==> config.mk <==
export PLATFORM = sky130hd
export DESIGN_NAME = hazard_ctrl_flat
export DESIGN_NICKNAME = d
export VERILOG_FILES = /design/src/rtl/hazard_ctrl_if.sv /design/src/rtl/hazard_ctrl.sv /design/src/flat_wrapper.sv
export SDC_FILE = /design/constraint.sdc
export NUM_CORES = 1
export LEC_CHECK = 0
export BUFFER_PORTS_ARGS = -buffer_cell sky130_fd_sc_hd__clkbuf_2
export CORE_UTILIZATION = 41
export CTS_CLUSTER_DIAMETER = 120
export CTS_CLUSTER_SIZE = 14
export DETAILED_ROUTE_END_ITERATION = 6
export GPL_TIMING_DRIVEN = 1
export MAX_ROUTING_LAYER = met4
export PLACE_DENSITY = 0.88
export SLEW_MARGIN = 20
export SYNTH_ARGS = -nofsm -noshare
export SYNTH_HDL_FRONTEND = slang
export SYNTH_SLANG_ARGS = --single-unit
==> constraint.sdc <==
create_clock -name clk -period 3.1 [get_ports clk]
set_clock_uncertainty 0.15 [all_clocks]
set_input_delay 0.155 -clock clk [delete_from_list [all_inputs] [get_ports clk]]
set_output_delay 0.155 -clock clk [all_outputs]
set_load 0.01 [all_outputs]
==> src/rtl/hazard_ctrl_if.sv <==
// Hazard controller bus: hazard-detection inputs from the pipeline plus the stall, flush,
// forwarding and status outputs. The master modport is the datapath side; slave is the controller.
interface hazard_ctrl_if #(
   parameter int CNT_W = 32
);
   logic [4:0]       Rs1D;
   logic [4:0]       Rs2D;
   logic [4:0]       Rs1E;
   logic [4:0]       Rs2E;
   logic [4:0]       RdE;
   logic             RegWriteE;
   logic [1:0]       ResultSrcE;
   logic             PCSrcE;
   logic [4:0]       RdM;
   logic             RegWriteM;
   logic             MemReqM;
   logic             MemReadyM;
   logic [4:0]       RdW;
   logic             RegWriteW;
   logic             StallF;
   logic             StallD;
   logic             StallE;
   logic             StallM;
   logic             FlushD;
   logic             FlushE;
   logic             FlushW;
   logic [1:0]       ForwardAE;
   logic [1:0]       ForwardBE;
   logic             mem_err;
   logic [CNT_W-1:0] stall_cycles;
   logic [CNT_W-1:0] flush_events;

   modport master (
      output Rs1D, Rs2D, Rs1E, Rs2E, RdE, RegWriteE, ResultSrcE, PCSrcE,
             RdM, RegWriteM, MemReqM, MemReadyM, RdW, RegWriteW,
      input  StallF, StallD, StallE, StallM, FlushD, FlushE, FlushW,
             ForwardAE, ForwardBE, mem_err, stall_cycles, flush_events
   );

   modport slave (
      input  Rs1D, Rs2D, Rs1E, Rs2E, RdE, RegWriteE, ResultSrcE, PCSrcE,
             RdM, RegWriteM, MemReqM, MemReadyM, RdW, RegWriteW,
      output StallF, StallD, StallE, StallM, FlushD, FlushE, FlushW,
             ForwardAE, ForwardBE, mem_err, stall_cycles, flush_events
   );
endinterface

==> src/rtl/hazard_ctrl.sv <==
// Stall/flush/forwarding controller for the 5-stage RV32 pipeline with a memory-wait watchdog.
// Build macro PIPE_PERF_CNT_EN adds saturating stall-cycle and branch-flush counters.
module hazard_ctrl #(
   parameter int TIMEOUT = 16,
   parameter int CNT_W   = 32
) (
   input logic          clk,
   input logic          rst_n,
   hazard_ctrl_if.slave hz
);
   // state | meaning
   // RUN   | no data-memory access outstanding
   // WAIT  | access issued and not ready; watchdog timer running
   // ERR   | watchdog expired; pipeline frozen until reset
   typedef enum logic [1:0] {
      RUN  = 2'd0,
      WAIT = 2'd1,
      ERR  = 2'd2
   } state_t;

   localparam int TMR_W = (TIMEOUT > 1) ? $clog2(TIMEOUT) : 1;

   state_t           state;
   logic [TMR_W-1:0] wait_tmr;
   logic             mem_err_q;
   logic             ld_stall;
   logic             mem_stall;

   always_comb begin
      ld_stall  = (hz.ResultSrcE == 2'b01) && hz.RegWriteE && (hz.RdE != 5'd0) &&
                  ((hz.RdE == hz.Rs1D) || (hz.RdE == hz.Rs2D));
      mem_stall = ((state == RUN) && hz.MemReqM && !hz.MemReadyM) ||
                  ((state == WAIT) && !hz.MemReadyM) ||
                  (state == ERR);
   end

   always_comb begin
      hz.StallF    = 1'b0;
      hz.StallD    = 1'b0;
      hz.StallE    = 1'b0;
      hz.StallM    = 1'b0;
      hz.FlushD    = 1'b0;
      hz.FlushE    = 1'b0;
      hz.FlushW    = 1'b0;
      hz.ForwardAE = 2'b00;
      hz.ForwardBE = 2'b00;
      if (!rst_n) begin
         // D/E registers are held clear for as long as reset is asserted
         hz.FlushD = 1'b1;
         hz.FlushE = 1'b1;
      end else begin
         if (hz.RegWriteM && (hz.RdM != 5'd0) && (hz.RdM == hz.Rs1E))
            hz.ForwardAE = 2'b10;
         else if (hz.RegWriteW && (hz.RdW != 5'd0) && (hz.RdW == hz.Rs1E))
            hz.ForwardAE = 2'b01;
         if (hz.RegWriteM && (hz.RdM != 5'd0) && (hz.RdM == hz.Rs2E))
            hz.ForwardBE = 2'b10;
         else if (hz.RegWriteW && (hz.RdW != 5'd0) && (hz.RdW == hz.Rs2E))
            hz.ForwardBE = 2'b01;

         // a memory stall freezes everything, deferring branches and load-use
         if (mem_stall) begin
            hz.StallF = 1'b1;
            hz.StallD = 1'b1;
            hz.StallE = 1'b1;
            hz.StallM = 1'b1;
            hz.FlushW = 1'b1;
         end else if (hz.PCSrcE) begin
            hz.FlushD = 1'b1;
            hz.FlushE = 1'b1;
         end else if (ld_stall) begin
            hz.StallF = 1'b1;
            hz.StallD = 1'b1;
            hz.FlushE = 1'b1;
         end
      end
   end

   // watchdog is a down-counter: loaded on entering WAIT, ERR on terminal count
   always_ff @(posedge clk or negedge rst_n) begin
      if (!rst_n) begin
         state     <= RUN;
         wait_tmr  <= '0;
         mem_err_q <= 1'b0;
      end else begin
         case (state)
            RUN: begin
               if (hz.MemReqM && !hz.MemReadyM) begin
                  state    <= WAIT;
                  wait_tmr <= TMR_W'(TIMEOUT - 1);
               end
            end
            WAIT: begin
               if (hz.MemReadyM) begin
                  state    <= RUN;
                  wait_tmr <= '0;
               end else if (wait_tmr == '0) begin
                  state     <= ERR;
                  mem_err_q <= 1'b1;
               end else begin
                  wait_tmr <= wait_tmr - TMR_W'(1);
               end
            end
            ERR: begin
               mem_err_q <= 1'b1;
            end
            default: begin
               state     <= ERR;
               mem_err_q <= 1'b1;
            end
         endcase
      end
   end

   assign hz.mem_err = mem_err_q;

`ifdef PIPE_PERF_CNT_EN
   logic [CNT_W-1:0] stall_q;
   logic [CNT_W-1:0] flush_q;
   logic             any_stall;
   logic             br_flush;

   assign any_stall = hz.StallF | hz.StallD | hz.StallE | hz.StallM;
   assign br_flush  = rst_n & ~mem_stall & hz.PCSrcE;

   always_ff @(posedge clk or negedge rst_n) begin
      if (!rst_n) begin
         stall_q <= '0;
         flush_q <= '0;
      end else begin
         if (any_stall && (stall_q != '1))
            stall_q <= stall_q + CNT_W'(1);
         if (br_flush && (flush_q != '1))
            flush_q <= flush_q + CNT_W'(1);
      end
   end

   assign hz.stall_cycles = stall_q;
   assign hz.flush_events = flush_q;
`else
   assign hz.stall_cycles = '0;
   assign hz.flush_events = '0;
`endif
endmodule

==> src/flat_wrapper.sv <==
// flat-port wrapper written by rule: the top's interface ports become plain ports
module hazard_ctrl_flat 
#(
   parameter int TIMEOUT = 16,
   parameter int CNT_W   = 32
)
  (clk, rst_n, hz_Rs1D, hz_Rs2D, hz_Rs1E, hz_Rs2E, hz_RdE, hz_RegWriteE, hz_ResultSrcE, hz_PCSrcE, hz_RdM, hz_RegWriteM, hz_MemReqM, hz_MemReadyM, hz_RdW, hz_RegWriteW, hz_StallF, hz_StallD, hz_StallE, hz_StallM, hz_FlushD, hz_FlushE, hz_FlushW, hz_ForwardAE, hz_ForwardBE, hz_mem_err, hz_stall_cycles, hz_flush_events);
  hazard_ctrl_if #(.CNT_W(CNT_W)) hz_i ();
  input logic clk;
  input logic rst_n;
  input wire logic [$bits(hz_i.Rs1D)-1:0] hz_Rs1D;
  input wire logic [$bits(hz_i.Rs2D)-1:0] hz_Rs2D;
  input wire logic [$bits(hz_i.Rs1E)-1:0] hz_Rs1E;
  input wire logic [$bits(hz_i.Rs2E)-1:0] hz_Rs2E;
  input wire logic [$bits(hz_i.RdE)-1:0] hz_RdE;
  input wire logic [$bits(hz_i.RegWriteE)-1:0] hz_RegWriteE;
  input wire logic [$bits(hz_i.ResultSrcE)-1:0] hz_ResultSrcE;
  input wire logic [$bits(hz_i.PCSrcE)-1:0] hz_PCSrcE;
  input wire logic [$bits(hz_i.RdM)-1:0] hz_RdM;
  input wire logic [$bits(hz_i.RegWriteM)-1:0] hz_RegWriteM;
  input wire logic [$bits(hz_i.MemReqM)-1:0] hz_MemReqM;
  input wire logic [$bits(hz_i.MemReadyM)-1:0] hz_MemReadyM;
  input wire logic [$bits(hz_i.RdW)-1:0] hz_RdW;
  input wire logic [$bits(hz_i.RegWriteW)-1:0] hz_RegWriteW;
  output wire logic [$bits(hz_i.StallF)-1:0] hz_StallF;
  output wire logic [$bits(hz_i.StallD)-1:0] hz_StallD;
  output wire logic [$bits(hz_i.StallE)-1:0] hz_StallE;
  output wire logic [$bits(hz_i.StallM)-1:0] hz_StallM;
  output wire logic [$bits(hz_i.FlushD)-1:0] hz_FlushD;
  output wire logic [$bits(hz_i.FlushE)-1:0] hz_FlushE;
  output wire logic [$bits(hz_i.FlushW)-1:0] hz_FlushW;
  output wire logic [$bits(hz_i.ForwardAE)-1:0] hz_ForwardAE;
  output wire logic [$bits(hz_i.ForwardBE)-1:0] hz_ForwardBE;
  output wire logic [$bits(hz_i.mem_err)-1:0] hz_mem_err;
  output wire logic [$bits(hz_i.stall_cycles)-1:0] hz_stall_cycles;
  output wire logic [$bits(hz_i.flush_events)-1:0] hz_flush_events;
  assign hz_i.Rs1D = hz_Rs1D;
  assign hz_i.Rs2D = hz_Rs2D;
  assign hz_i.Rs1E = hz_Rs1E;
  assign hz_i.Rs2E = hz_Rs2E;
  assign hz_i.RdE = hz_RdE;
  assign hz_i.RegWriteE = hz_RegWriteE;
  assign hz_i.ResultSrcE = hz_ResultSrcE;
  assign hz_i.PCSrcE = hz_PCSrcE;
  assign hz_i.RdM = hz_RdM;
  assign hz_i.RegWriteM = hz_RegWriteM;
  assign hz_i.MemReqM = hz_MemReqM;
  assign hz_i.MemReadyM = hz_MemReadyM;
  assign hz_i.RdW = hz_RdW;
  assign hz_i.RegWriteW = hz_RegWriteW;
  assign hz_StallF = hz_i.StallF;
  assign hz_StallD = hz_i.StallD;
  assign hz_StallE = hz_i.StallE;
  assign hz_StallM = hz_i.StallM;
  assign hz_FlushD = hz_i.FlushD;
  assign hz_FlushE = hz_i.FlushE;
  assign hz_FlushW = hz_i.FlushW;
  assign hz_ForwardAE = hz_i.ForwardAE;
  assign hz_ForwardBE = hz_i.ForwardBE;
  assign hz_mem_err = hz_i.mem_err;
  assign hz_stall_cycles = hz_i.stall_cycles;
  assign hz_flush_events = hz_i.flush_events;
  hazard_ctrl #(.TIMEOUT(TIMEOUT), .CNT_W(CNT_W)) u_core (.clk(clk), .rst_n(rst_n), .hz(hz_i));
endmodule
==> results of run 1 <==
## per-layer routing
layer  vias to the layer above  part of all wire
met3                         3             0.054
met2                        54              0.58
li1                        553                 -
met1                       524              0.36
met4                         0            0.0063
met5                         -                 0
## flip-flops by register name, summed over array words and instances (netlist names)
| signal | flops |
|---|---|
| u_core.hz.mem_err | 1 |
| u_core.state | 2 |
| u_core.wait_tmr | 4 |
## cell type report
class                      instances  area (sq um)
inverter                           6         22.52
sequential                         7         175.2
fill                             307          1643
clock buffer                       4         26.28
multi-input combinational        152         890.9
timing repair buffer              57         290.3
tap                               44         55.05
## final timing paths
kind                                       to  slack, ns  cells past startpoint
setup / recovery              hz_ForwardBE[0]       0.79                      6
hold / removal             u_core.wait_tmr[3]       0.08                      2
setup reg to reg           u_core.wait_tmr[1]       1.26                      6
hold reg to reg             u_core.hz.mem_err       0.31                      1
max in group asynchronous  u_core.wait_tmr[1]       2.40                      2
min in group asynchronous     u_core.state[1]       0.17                      2
## power breakdown
| part | leakage [nW] | switching, mW | total, mW | internal (mW) |
|---|---|---|---|---|
| sequential | 0.0777 | 0.0597 | 0.185 | 0.126 |
| clock | 0.0150 | 0.0351 | 0.0843 | 0.0492 |
| combinational | 0.707 | 0.170 | 0.289 | 0.119 |
| total | 0.800 | 0.265 | 0.559 | 0.294 |
## worst max-delay path, stage by stage
cell           delay, ns
dlygate4sd3_1       0.53
clkbuf_2            0.29
o211ai_1            0.15
or4_1               0.55
nor4_2              0.16
clkbuf_2            0.17
## metrics by stage
stage / utilization / hold WS, ns / cells
finish: 0.4706 / 0.07722 / 270
global placement: 0.4589 / -0.1028 / 265
global route: 0.4706 / 0.06191 / 270
detailed placement: 0.4589 / -0.1018 / 265
CTS: 0.4706 / 0.07470 / 270
floorplan: - / -0.2906 / 234
## layout by cell type (no fill, tap or decap), drive strengths merged
master / count
conb: 64
clkbuf: 60
xor2: 24
nor2: 9
dfrtp: 7
inv: 6
xnor2: 6
or4: 5
o21ai: 5
nor4: 5
nand2: 4
a21oi: 4
nand3: 3
nor3: 3
o211ai: 3
and2: 2
nor3b: 2
ha: 2
o21ba: 1
a22oi: 1
o311ai: 1
a21bo: 1
o31ai: 1
nor4bb: 1
a311oi: 1
o31a: 1
o2bb2ai: 1
nand2b: 1
mux2i: 1
dlygate4sd3: 1
## logic make-up after synthesis
kind of cell | share of synthesized area
buffers and inverters | 0.3917
and+or+nand+nor | 0.1514
xor gates and xnor gates | 0.1927
AOI/OAI and AO/OA | 0.1073
DFF | 0.1284
adders and majority gates | 0.01835
other | 0.002750
muxes | 0.007340
## repair_timing
item	in CTS	in global routing
endpoints found under the hold margin	7	0
hold buffers	1	0
gates resized for setup	0	0
setup endpoints to repair	0	0
==> summary.txt, run 1 <==
Status
  – Status: finished, final reports clean

Finish
  – Finished Cell Area: around 0.0015 sq mm
  – Final #Nets: 274
  – Layout area overhead: 7.064%
  – Diode count: 0
  – Share of post-route cells with drive strength above 1: 0.2965

CTS
  – CTS sink count: 7
  – Worst-path clk slew: approximately 0.05 ns
  – CTS tree: done
  – Setup bufs post-CTS: 0
  – Root Driver: clkbuf_4
  – CTS buffer count: 3
  – Clock Path Buffers: 2
  – H-tree depth: 1
  – Worst-Skew Late Latency: 0.26 ns

Logic synthesis
  – Sequential area share after synthesis: 0.1284
  – Netlist Area Pre-Place: around 0.0014 sq mm
  – Ys flop type: dfrtp_1
  – Share of the synthesized area in the top cell type: 0.3688
  – Largest cells by area after synthesis: buf_4, xor2_1, dfrtp_1, xnor2_1, or4_1
  – Most numerous cell in the Yosys netlist: buf_4
  – Synth Register Bits: 7
  – Post-synth top cells: buf_4, xor2_1, nor2_1, dfrtp_1
  – Ys Warns: 0
  – Synth unique cells: 34
  – Number of synthesized flops with an enable pin: 0
  – Post-synthesis async set-or-reset flop share: 1.000
  – Syn_area_per_cell: 7.975 sq um
  – Post-Synthesis Cells: roughly 170
  – Area leader, netlist: buf_4

Timing
  – Setup violators final: 0
  – Post-route minimum period: 2.313 ns
  – Fin crit share: 0.7462
  – Fmax: 432.3 MHz
  – Final setup margin: 0.7867 ns
  – Slew Limit Fails: 0
  – Setup_tns: 0 ns
  – Final hold violations: 0
  – RSZ-0062 raised after global routing: false

Worst hold path
  – Startpoint of the worst hold path: hz_MemReadyM
  – Worst hold path type: input pin to flop

Setup path
  – Worst r2r src: u_core.wait_tmr[0]
  – WP data required: about 2.8 ns
  – Crit Path Max Fanout: 13
  – Arr. time, crit path: between 2 and 2.5 ns
  – Critical Path Source: rst_n
  – Crit path kind: input pin to output port
  – Crit. End Element: output port
  – Type of origin of the critical path: input pin

Floorplan
  – Io pins: 121
  – Die area: about 0.0036 sq mm
  – Die W: 59.68 microns
  – Cell Rows: 20
  – Die height: 59.68 microns
  – Placeable Area: 0.003103 sq mm
  – Initial core utilization: 0.4395

Power
  – Overall Power: 0.5588 mW
  – Pwr dens: 382.7 mW/mm^2
  – Worst vdd ir: 0.2496 mV
  – Static Leak: about 0.80 nW

GRT
  – GR Util met1: 0.1673
  – Total gr overflow: 0
  – Vias in the first global route: 960
  – Global Route Usage Sum: 0.1547
  – Global-route wire length before repair: approximately 4.1 mm
  – Largest net degree at the start of global routing: 14
  – Met3 Resource Use GR: 0.03896
  – Met2 usage: 0.2778
  – Most Crowded Layer GR: met2
  – Initial antenna violation count: 0

Flow run
  – Max Cap Violations: 0

Route
  – DR iter-0 viols: 24
  – Routed len/inst: about 10 microns
  – TritonRoute pass-1 iters: 4
  – ANT nets after route: 0
  – Vias per inst: approximately 4.2
  – Vias post-DR: 1134
  – DRC viols: 0
  – Drt total wl: between 2 and 3 mm

Place
  – DP HPWL: 2.369 mm
  – Pre-CTS setup slack: 1.227 ns
  – IO buf count: 56
  – Placed instance area: 0.001424 sq mm
  – Routability cong.: 0.8469
Power figures use the tool's default switching activity.
==> run 2, diff against run 1 <==
--- a/config.mk
+++ b/config.mk
@@ -6,13 +6,13 @@
 export NUM_CORES = 1
 export LEC_CHECK = 0
 export BUFFER_PORTS_ARGS = -buffer_cell sky130_fd_sc_hd__clkbuf_2
-export CORE_UTILIZATION = 41
+export CORE_UTILIZATION = 35
 export CTS_CLUSTER_DIAMETER = 120
 export CTS_CLUSTER_SIZE = 14
 export DETAILED_ROUTE_END_ITERATION = 6
 export GPL_TIMING_DRIVEN = 1
 export MAX_ROUTING_LAYER = met4
-export PLACE_DENSITY = 0.88
+export PLACE_DENSITY = 0.8
 export SLEW_MARGIN = 20
 export SYNTH_ARGS = -nofsm -noshare
 export SYNTH_HDL_FRONTEND = slang
==> constraint.sdc (replaced) <==
create_clock -name clk -period 2 [get_ports clk]
set_clock_uncertainty 0.15 [all_clocks]
set_input_delay 0.1 -clock clk [delete_from_list [all_inputs] [get_ports clk]]
set_output_delay 0.1 -clock clk [all_outputs]
set_load 0.01 [all_outputs]
==> summary.txt, run 2 (same netlist as run 1, synthesis figures left out) <==
CTS
  – Worst-path clk slew: 0.04 ns (about the same)
  – Clock Path Buffers: 2 (unchanged)
  – CTS buffer count: 3 (unchanged)
  – Worst-Skew Late Latency: 0.23 ns (-0.03 ns)
  – CTS sink count: 7 (unchanged)
  – H-tree depth: 1 (unchanged)
  – CTS tree: done
  – Root Driver: clkbuf_8

Setup path
  – Cell repeated most along the worst path: clkbuf_2
  – Crit-path leading delay family: buffers and inverters
  – WP data required: 1.75 ns (-1.04 ns)
  – Arr. time, crit path: 1.71 ns (-0.30 ns)
  – Crit Path Max Fanout: 2 (-11)
  – Crit. End Element: output port
  – Cell chain of the critical path: dlygate4sd3_1, clkbuf_2, o211ai_1, or4_4, nor4_2, clkbuf_2
  – CP max-delay cell: or4_4
  – Type of origin of the critical path: input pin
  – Crit path kind: input pin to output port
  – WP buf/inv: 3 (unchanged)
  – Critical path's largest stage delay: 0.56 ns (about the same)

GRT
  – Global-route wire length before repair: 3.760 mm (-7.3%)
  – Largest net degree at the start of global routing: 13 (-1)
  – Vias in the first global route: 915 (-4.7%)
  – Global Route Usage Sum: 0.1184 (-0.03628)
  – Total gr overflow: 0 (unchanged)
  – Initial antenna violation count: 0 (unchanged)

Route
  – DRC viols: 0 (unchanged)
  – Drt total wl: 2.547 mm (-5.4%)
  – ANT nets after route: 0 (unchanged)
  – Vias per inst: 4.073 (-3.0%)
  – DR iter-0 viols: 30 (+25%)
  – Routed len/inst: 9.262 microns (-7.1%)
  – Vias post-DR: 1120 (-1.2%)
  – TritonRoute pass-1 iters: 4 (unchanged)

Timing
  – Final hold violations: 0 (unchanged)
  – Post-route minimum period: between 1.5 and 2 ns
  – Fin crit share: 0.9820
  – RSZ-0062 raised after global routing: true
  – Setup violators final: 0 (unchanged)
  – Slew Limit Fails: 0 (unchanged)
  – Fmax: 509.2 MHz

Finish
  – Diode count: 0 (unchanged)
  – Number of flip-flops in the largest register: 4 (unchanged)
  – Commonest non-fill, non-tap cell in the layout: conb_1
  – Most frequent cells in the layout: conb_1, clkbuf_2, xor2_1
  – Core Util, Final: 0.4094 (-0.06113)
  – Share of post-route cells with drive strength above 1: 0.3216 (+0.02513)
  – FILL cells: 421 (+37%)
  – Most flop-heavy register: u_core.wait_tmr
  – Layout area overhead: 10.73%
  – Final #Nets: 275 (+0.36%)

Floorplan
  – Die W: 64.42 microns (+8.0%)
  – Initial core utilization: 0.3697 (-0.06977)
  – Placeable Area: 0.003689 sq mm (+19%)
  – Io pins: 121 (unchanged)
  – Cell Rows: 22 (+10%)
  – Die area: 0.004150 sq mm (+17%)
  – Die height: 64.42 microns (+8.0%)

Power
  – Static Leak: 0.8188 nW (+2.4%)
  – Worst vdd ir: 0.1949 mV (-22%)
  – Pwr dens: 614.6 mW/mm^2 (+61%)
  – Overall Power: 0.9282 mW (+66%)

Place
  – DP HPWL: 2.233 mm (-5.8%)
  – IO buf count: 56 (unchanged)
  – Routability cong.: 0.8864 (+4.7%)

Status
  – Status: finished, final reports clean

Worst hold path
  – Worst hold path type: input pin to flop

Flow run
  – Max Cap Violations: 0 (unchanged)
## run 2: where the power goes
| part | total (mW) | switching [mW] | internal, mW |
|---|---|---|---|
| sequential | 0.290 | 0.0935 | 0.196 |
| clock | 0.198 | 0.0632 | 0.135 |
| combinational | 0.440 | 0.253 | 0.188 |
## run 2: path summary, 6_finish.rpt
check	start	end	slack, ns	cells after the start
max	rst_n	hz_ForwardAE[0]	0.04	6
min	hz_MemReadyM	u_core.wait_tmr[3]	0.03	2
max reg2reg	u_core.wait_tmr[1]	u_core.wait_tmr[1]	0.23	6
min reg2reg	u_core.hz.mem_err	u_core.hz.mem_err	0.31	1
max in group asynchronous	rst_n	u_core.state[0]	1.33	3
min in group asynchronous	rst_n	u_core.state[1]	0.21	3
## run 2: worst register-to-register path, delay by kind of cell (launching register included)
family / cells / cell delay [ns]
flip-flops: 1 / 0.42
AND/OR/NAND/NOR: 1 / 0.40
AO/OA/AOI/OAI: 2 / 0.26
multiplexers: 1 / 0.17
adder cells (fa/ha/maj): 1 / 0.16
buffers and inverters: 1 / 0.10
## run 2: layout make-up
| class | count | area, sq um | area share |
|---|---|---|---|
| inverter | 6 | 22.52 | 0.01491 |
| sequential | 7 | 176.4 | 0.1168 |
| clock buffer | 3 | 41.29 | 0.02734 |
| timing repair buffer | 58 | 297.8 | 0.1972 |
| clock inverter | 1 | 5.005 | 0.003314 |
| multi-input combinational | 152 | 907.1 | 0.6007 |
| tap | 48 | 60.06 | 0.03977 |
## run 2: repair_timing
| action | 4_1_cts | 5_1_grt |
|---|---|---|
| hold endpoints to repair | 7 | 0 |
| pin swaps | 0 | 3 |
| resized for setup | 1 | 5 |
| hold buffers | 1 | 0 |
| setup buffers | 0 | 0 |
| setup endpoints to repair | 1 | 5 |
## run 2: per-layer routing
layer  vias up  track usage  share of wire
met4         0      0.05000         0.0059
li1        552            -              -
met3         2      0.01585          0.064
met2        59       0.2171           0.54
met5         -            -              0
met1       507       0.1269           0.38
## run 2: through the flow
step	TNS (ns)	instances	worst slack (ns)	hold slack, ns	instance area (sq um)
CTS	0	275	0.001301	0.01635	1493
floorplan	0	234	0.1391	-0.3456	1600
detailed placement	0	270	0.2266	-0.09902	1436
finish	0	275	0.03594	0.02657	1510
global route	-0.02526	275	-0.01295	0.06775	1510
global placement	0	270	0.2581	-0.09050	1436
